## src/rtl/bram_port_arbiter.sv

```systemverilog
// rtl/bram_port_arbiter.sv - round-robin arbiter sharing one BRAM port between requesters
//
// Purpose:
//    Grants at most one of NUM_REQ requesters per cycle onto a single
//    read-first, byte-write-enable BRAM port. Read responses are steered back
//    to the issuing requester one cycle later. A requester may hold the grant
//    across back-to-back requests with req_lock.
//
// Ports:
//    clock, reset          single clock, synchronous active-high reset
//    req_valid/req_ready   per-requester handshake, req_ready is a one-hot grant
//    req_lock              keep the grant for the owner's next request
//    req_we/addr/wdata     flattened per-requester request slices
//    resp_valid/resp_data  one-hot read response, data shared by all requesters
//    mem_*                 BRAM port (enable, byte writes, address, din, dout)

module bram_port_arbiter #(
   parameter int NUM_REQ    = 4,
   parameter int ADDR_WIDTH = 12,
   parameter int DATA_WIDTH = 64,
   parameter int NUM_BYTES  = DATA_WIDTH / 8
) (
   input  logic                            clock,
   input  logic                            reset,
   input  logic [NUM_REQ-1:0]              req_valid,
   output logic [NUM_REQ-1:0]              req_ready,
   input  logic [NUM_REQ-1:0]              req_lock,
   input  logic [NUM_REQ*NUM_BYTES-1:0]    req_we,
   input  logic [NUM_REQ*ADDR_WIDTH-1:0]   req_addr,
   input  logic [NUM_REQ*DATA_WIDTH-1:0]   req_wdata,
   output logic [NUM_REQ-1:0]              resp_valid,
   output logic [DATA_WIDTH-1:0]           resp_data,
   output logic                            mem_ena,
   output logic [NUM_BYTES-1:0]            mem_we,
   output logic [ADDR_WIDTH-1:0]           mem_addr,
   output logic [DATA_WIDTH-1:0]           mem_din,
   input  logic [DATA_WIDTH-1:0]           mem_dout
);

   localparam int PTR_W = (NUM_REQ > 1) ? $clog2(NUM_REQ) : 1;

   typedef enum logic {
      UNLOCKED = 1'b0,
      LOCKED   = 1'b1
   } lock_state_e;

   lock_state_e          lock_state_q, lock_state_d;
   logic [PTR_W-1:0]     lock_owner_q, lock_owner_d;
   logic [PTR_W-1:0]     rr_ptr_q, rr_ptr_d;
   logic [NUM_REQ-1:0]   resp_pending_q, resp_pending_d;

   logic                 grant_valid;
   logic                 grant_locked;
   logic [PTR_W-1:0]     grant_idx;
   logic [PTR_W-1:0]     cand;
   logic [PTR_W-1:0]     next_ptr;
   logic [NUM_BYTES-1:0] grant_we;

   // Arbitration: a live lock owner wins outright; otherwise the first valid
   // requester at or after rr_ptr. Nothing is granted while reset is high.
   always_comb begin
      grant_valid  = 1'b0;
      grant_locked = 1'b0;
      grant_idx    = '0;
      cand         = '0;
      if (!reset) begin
         if (lock_state_q == LOCKED && req_valid[lock_owner_q]) begin
            grant_valid  = 1'b1;
            grant_locked = 1'b1;
            grant_idx    = lock_owner_q;
         end else begin
            for (int k = 0; k < NUM_REQ; k++) begin
               cand = PTR_W'((int'(rr_ptr_q) + k) % NUM_REQ);
               if (!grant_valid && req_valid[cand]) begin
                  grant_valid = 1'b1;
                  grant_idx   = cand;
               end
            end
         end
      end
   end

   assign grant_we  = req_we[grant_idx*NUM_BYTES +: NUM_BYTES];
   assign next_ptr  = (grant_idx == PTR_W'(NUM_REQ - 1)) ? '0 : grant_idx + 1'b1;

   assign req_ready = grant_valid ? (NUM_REQ'(1) << grant_idx) : '0;
   assign mem_ena   = grant_valid;
   assign mem_we    = grant_valid ? grant_we : '0;
   assign mem_addr  = grant_valid ? req_addr[grant_idx*ADDR_WIDTH +: ADDR_WIDTH] : '0;
   assign mem_din   = grant_valid ? req_wdata[grant_idx*DATA_WIDTH +: DATA_WIDTH] : '0;

   // BRAM dout is already registered, so the pending flag lines up with it.
   assign resp_valid = resp_pending_q;
   assign resp_data  = mem_dout;

   always_comb begin
      rr_ptr_d       = rr_ptr_q;
      lock_state_d   = lock_state_q;
      lock_owner_d   = lock_owner_q;
      resp_pending_d = '0;
      if (grant_valid) begin
         if (grant_locked) begin
            // Owner's burst continues; the pointer only moves when it ends.
            if (!req_lock[grant_idx]) begin
               lock_state_d = UNLOCKED;
               rr_ptr_d     = next_ptr;
            end
         end else begin
            // Covers both the plain unlocked case and an owner that dropped
            // valid this cycle, whose lock is released in favour of round-robin.
            rr_ptr_d = next_ptr;
            if (req_lock[grant_idx]) begin
               lock_state_d = LOCKED;
               lock_owner_d = grant_idx;
            end else begin
               lock_state_d = UNLOCKED;
            end
         end
         if (grant_we == '0) begin
            resp_pending_d = NUM_REQ'(1) << grant_idx;
         end
      end else begin
         // No grant while locked means the owner's valid is low.
         lock_state_d = UNLOCKED;
      end
   end

   always_ff @(posedge clock) begin
      if (reset) begin
         rr_ptr_q       <= '0;
         lock_state_q   <= UNLOCKED;
         lock_owner_q   <= '0;
         resp_pending_q <= '0;
      end else begin
         rr_ptr_q       <= rr_ptr_d;
         lock_state_q   <= lock_state_d;
         lock_owner_q   <= lock_owner_d;
         resp_pending_q <= resp_pending_d;
      end
   end

endmodule

```

## config.mk

```make
export PLATFORM = sky130hd
export DESIGN_NAME = bram_port_arbiter
export DESIGN_NICKNAME = d
export VERILOG_FILES = /design/src/rtl/bram_port_arbiter.sv
export SDC_FILE = /design/constraint.sdc
export NUM_CORES = 1
export LEC_CHECK = 0
export BUFFER_PORTS_ARGS = -buffer_cell sky130_fd_sc_hd__buf_2
export CORE_AREA = 3 3 218 220
export DETAILED_ROUTE_END_ITERATION = 12
export DIE_AREA = 0 0 221 223
export PLACE_DENSITY = 0.36
export SLEW_MARGIN = 10
export SYNTH_ARGS = -nofsm -noshare
export SYNTH_HDL_FRONTEND = slang
export SYNTH_SLANG_ARGS = --single-unit
```

## constraint.sdc

```tcl
create_clock -name clock -period 6.2 [get_ports clock]
set_input_delay 0.62 -clock clock [delete_from_list [all_inputs] [get_ports clock]]
set_output_delay 0.62 -clock clock [all_outputs]
set_load 0.01 [all_outputs]
```

After elaboration in Yosys (flattened, before gate mapping)
Index checks and enable logic that the tools add are counted.
{"block": "word_totals", "out_inout_bits": 157, "input_bits": 410, "wordCells": 78, "register_bits": 9}
{"block": "classes", "shift": 4, "reduce_logical": 12, "muxes": 42, "order_cmp": 6, "bitwise": 3, "eq_ne": 2, "n_mul": 1, "addsub": 4}
{"op": "$shiftx 256x9->64", "count": 1}
{"op": "$mux 64", "count": 1}
{"op": "$shiftx 48x7->12", "count": 1}
{"op": "$shiftx 32x6->8", "count": 1}
{"op": "$mux 1", "count": 23}
{"op": "$lt 2x3->1 const B", "count": 6}
{"op": "$mux 2", "count": 9}
{"op": "$bmux 1 s2", "count": 6}
{"op": "$mux 12", "count": 1}
{"op": "$logic_not 8->1", "count": 1}
{"op": "$mux 8", "count": 1}
{"op": "$add 2x1->2 const B", "count": 2}
{"op": "$add 2x2->2 const B", "count": 2}
{"op": "$logic_and 1x1->1", "count": 4}
{"op": "$mul 2x2->4 const B", "count": 1}
{"op": "$mux 4", "count": 1}
{"op": "$shl 1x2->4 const A", "count": 1}
{"op": "$logic_not 1->1", "count": 3}
{"op": "$not 1->1", "count": 3}
{"op": "$reduce_and 3->1", "count": 1}
{"op": "$reduce_or 3->1", "count": 1}
{"op": "$eq 2x2->1 const B", "count": 1}
{"op": "$ne 2x2->1 const B", "count": 1}
{"op": "$reduce_and 2->1", "count": 1}
{"op": "$reduce_or 2->1", "count": 1}

Longest topological paths before layout
{"block": "depth", "depth_word": 24, "ltp_mapped": 11, "depth_no_buf": 8}

Worst setup path before layout
No wires, ideal clock.
{"block": "synth_timing", "kind": "input to output", "from": "input req_valid[3]", "to": "output mem_din[54]", "t_arrival_ps": 2654, "cell_stages": 10, "required_time_ps": 5580, "setup_slack_ps": 2926, "cell_sequence": "mux4_2 and2_4 o31ai_2 nand2_1 inv_1 buf_2 buf_2 mux2i_1 nand2_1 and3_1"}
{"block": "synth_via", "elab_chain_len": 22}
{"element": "start, declared", "line": "25", "rtl": "input logic [NUM_REQ-1:0] req_valid,"}
{"element": "$bmux 1 s2", "line": "74", "rtl": "if (!grant_valid && req_valid[cand]) begin"}
{"element": "$mux 1 (implied by the code)", "line": "74"}
{"element": "$mux 1", "line": "74"}
{"element": "$mux 1", "line": "67", "rtl": "if (lock_state_q == LOCKED && req_valid[lock_owner_q]) begin"}
{"element": "$mux 1", "line": "66", "rtl": "if (!reset) begin"}
{"element": "$logic_not 1->1", "line": "74"}
{"element": "$logic_and 1x1->1", "line": "74"}
{"element": "$mux 1", "line": "74"}
{"element": "(+6 left out)"}
{"element": "$mux 1", "line": "66"}
{"element": "$logic_not 1->1", "line": "74"}
{"element": "$logic_and 1x1->1", "line": "74"}
{"element": "$mux 2", "line": "74"}
{"element": "$mux 2", "line": "67"}
{"element": "$mux 2", "line": "66"}
{"element": "$shiftx 256x9->64", "line": "90", "rtl": "assign mem_din = grant_valid ? req_wdata[grant_idx*DATA_WIDTH +: DATA_WIDTH] : '0;"}
{"element": "$mux 64 *", "line": "90"}
{"element": "end, declared", "line": "36", "rtl": "output logic [DATA_WIDTH-1:0] mem_din,"}
Mark *: on every way between the ends. The rest lies on a longest branch, timed or not. The select of a mux whose other input is x is not followed.

Worst setup path after layout
{"block": "layout_timing", "from": "input req_valid[2]", "to": "output mem_din[21]"}
The elaborated chain is that of the path after synthesis.

==> summary.md <==
| Metric | Value |
|---|---|
| RSZ-0062 raised after global routing | `false` |
| Asr flop ratio synth | `0` |
| Height of the die | `~220 um` |
| Initial antenna violation count | `9` |
| CTS max path bufs | `2` |
| Status | `finished clean` |
| Initial Util | `0.0973` |
| Sw Ratio | `0.475` |
| Mapped Cells | `643` |
| CTS resizes | `0` |
| Synth top area share | `0.371` |
| Vias in the first global route | `6,065` |
| Antenna Nets Post-Route | `0` |
| CP max stage cell | `inv_8` |
| H-tree levels | `1` |
| Critical path required time | `5580 ps` |
| Simple-Gate Fraction of Synth Area | `0.319` |
| Via/cell ratio | `3.74` |
| Post-synthesis average cell area | `6.88 um^2` |
| Post-synth EDFFs | `0` |
| Post-synthesis sequential area ratio | `0.0407` |
| Post-synthesis register bit count | `9` |
| Worst path bufs/invs | `4` |
| Hold Buf Count CTS | `0` |
| Slew Limit Fails | `0` |
| Routed WL | `between 20,000 and 30,000 um` |
| Clock Latency Late Sink | `240 ps` |
| Area of the core | `45,500 um^2` |
| First-pass GRT wire length | `40,000 um` |
| Cell Rows | `78` |
| Synth Net Count | `1,057` |
| Area Overhead vs Synth | `55.1%` |
| DRC | `0` |
| DIE AREA | `49,300 um^2` |
| Vias | `5,928` |
| Worst Setup Start Kind | `primary input` |
| Gr ovfl total | `0` |
| Total negative slack | `0 ps` |
| Fin. Hold Viols | `0` |
| Min cycle time layout | `4560 ps` |
| Worst min-delay path startpoint | `rr_ptr_q[0]$_SDFFE_PP0P_` |
| Fmax | `0.219 GHz` |
| YS warnings | `0` |
| HPWL after DPL | `23,600 um` |
| Post-Syn Area | `4430 um^2` |
| Die width | `221 um` |
| Root Buffer | `clkbuf_16` |
| Post-synth cell types | `39` |
| Layout cells sized above 1 | `0.472` |
| Psw | `428 uW` |
| Fin cells | `between 1.5k and 2k` |
| Total power | `around 900 uW` |
| Largest area contributor in the netlist | `mux2i_1` |
| Reg power frac | `0.079` |
| Worst path cell trace | `buf_2, mux4_2, and2_4, o31ai_2, nand2_1, inv_8, buf_12, mux2i_1, nand2_1, and3_1, buf_2` |
| Setup Fix Bufs, Post-CTS | `0` |
| Routed wire per std cell | `between 15 and 20 um` |
| FF-to-FF Start | `lock_owner_q[0]$_SDFFE_PP0P_` |
| Critical Path Max Stage Delay | `590 ps` |
| Final setup vio count | `0` |
| P_int | `473 uW` |
| Worst EP arrival | `3940 ps` |
| Combinational Power Share | `0.792` |
| Hold Crit Class | `register to register` |
| CTS sink cnt | `9` |
| Clock-pin slew on the worst setup and hold paths | `40 ps` |
| Tightest Pin Transition | `around 1200 ps` |
| CP endpoint kind | `primary output` |
| GRT Resource Usage Total | `0.104` |
| Top_reg_cell synth | `dfxtp_1` |
| Power per cell area | `131 nW/um^2` |
| Clock share of power | `0.129` |
| Adder-cell area share of the yosys netlist | `0.0113` |
| DRT Pass-1 Iters | `4` |
| GPL Wtd Cong | `roughly 0.87` |
| Synth top cells by count | `nand2_1, mux2i_1, and3_1` |
| Area of the multi-input gates | `3510 um^2` |
| Dpl cells | `1,580` |
| Worst VDD drop | `0.0000746 V` |
| Area contributors post-synth | `mux2i_1, nand2_1, and3_1, buf_4, dfxtp_1` |
| PortBufs | `438` |
| Largest family of logic cells by synthesized area | `multiplexers` |
| CP Class | `primary input to primary output` |
| Relative slew slack | `0.227` |
| Fillers | `between 5k and 6k` |
| Inserted Clock Buffers | `3` |
| Crit path max-delay family | `buffers and inverters` |
| Post-synthesis xor/xnor area fraction | `0` |
| Leakage | `0.00350 uW` |
| Initial DRC Count | `225` |
| Clock Skews | `a little over 0.4 ps` |
| Complex-gate fraction of the synthesized area | `0.0726` |
| Most common cell in the netlist | `nand2_1` |
| Largest net degree at the start of global routing | `86` |
| Mux contribution to synthesized area | `0.386` |
| CTS tree | `built` |
| CP max FO | `85` |
| Critical Path Source | `req_valid[2]` |
| Max cap viols | `0` |
| Register area | `180 um^2` |
| Nets@finish | `1,399` |
| IO Count | `567` |
| Final period util | `0.736` |
[placed cells by master (no fill, tap or decap), types with 2 or more instances in the layout]
cell type,count
inv_1,6
o211ai_1,3
buf_2,438
nor2_1,7
and2_1,12
o2111ai_1,3
a21boi_0,3
and3_1,85
nand2_1,173
o31a_1,4
nand3_1,4
o21ai_0,8
o311a_1,3
a21oi_1,5
mux2i_1,164
nand4_1,6
a21o_1,3
nor2b_1,3
mux2_1,2
clkbuf_16,3
dfxtp_1,9
ha_1,4
or4_1,2
nor3_1,3
mux4_2,2
buf_4,13
[per-layer routing]
| layer | vias up | global-route usage | part of all wire |
|---|---|---|---|
| met5 | - | 0 | 0.00025 |
| met4 | 2 | 0.0179 | 0.022 |
| met3 | 41 | 0.0303 | 0.099 |
| met2 | 395 | 0.195 | 0.50 |
| met1 | 2619 | 0.118 | 0.38 |
| li1 | 2871 | - | - |
[cell families (layout without fill, tap and decap cells)]
kind of cell               count (synthesis)  after routing
other                                      0              1
adders and majority gates                  4              4
buffers and inverters                    123            464
and+or+nand+nor                          298            298
muxes                                    168            168
AOI/OAI and AO/OA                         41             41
DFF                                        9              9
[layout make-up]
| type | instances | share of cell area |
|---|---|---|
| Sequential cell | 9 | 0.0262 |
| Inverter | 8 | 0.00565 |
| Timing Repair Buffer | 452 | 0.336 |
| Clock buffer | 4 | 0.0115 |
| Multi-Input combinational cell | 511 | 0.511 |
| Tap cell | 600 | 0.109 |
| Antenna cell | 1 | 0.000364 |
[sequential cells by signal, indices dropped and copies added (netlist names)]
name          flops
lock_owner_q      2
lock_state_q      1
resp_valid        4
rr_ptr_q          2
[final timing paths]
kind | to | cells after the start | slack [ps]
worst min-delay path | rr_ptr_q[0]$_SDFFE_PP0P_ | 2 | 580
worst max-delay path | mem_din[21] | 11 | 1640
worst max register to register | rr_ptr_q[1]$_SDFFE_PP0P_ | 7 | 2440
worst min register to register | rr_ptr_q[0]$_SDFFE_PP0P_ | 2 | 580
[power groups by stage]
stage | Sequential [uW] | Combinational, uW | Clock [uW]
after CTS | 71.3 | 729 | 117
after floorplan | 67.2 | 460 | 0
after global routing | 72.3 | 790 | 120
after global placement | 72.5 | 726 | 0
final | 71.4 | 713 | 116
after detailed placement | 72.3 | 725 | 0
[per-stage QoR]
step / cell area (um^2) / setup slack [ps] / utilization / hold WS, ps
after floorplan: 4430 / 2930 / - / 500
after global placement: 6790 / 1630 / 0.149 / 567
after detailed placement: 6790 / 1630 / 0.149 / 570
after CTS: 6870 / 1630 / 0.151 / 576
after global routing: 6870 / 1450 / 0.151 / 623
final: 6870 / 1640 / 0.151 / 580
[worst min-delay path: cells and delay by family (launching register included)]
kind	cells	cell delay, ps
AOI/OAI and AO/OA	1	60
buffers and inverters	1	110
DFF	1	360
(Power assumes the default switching activity.)
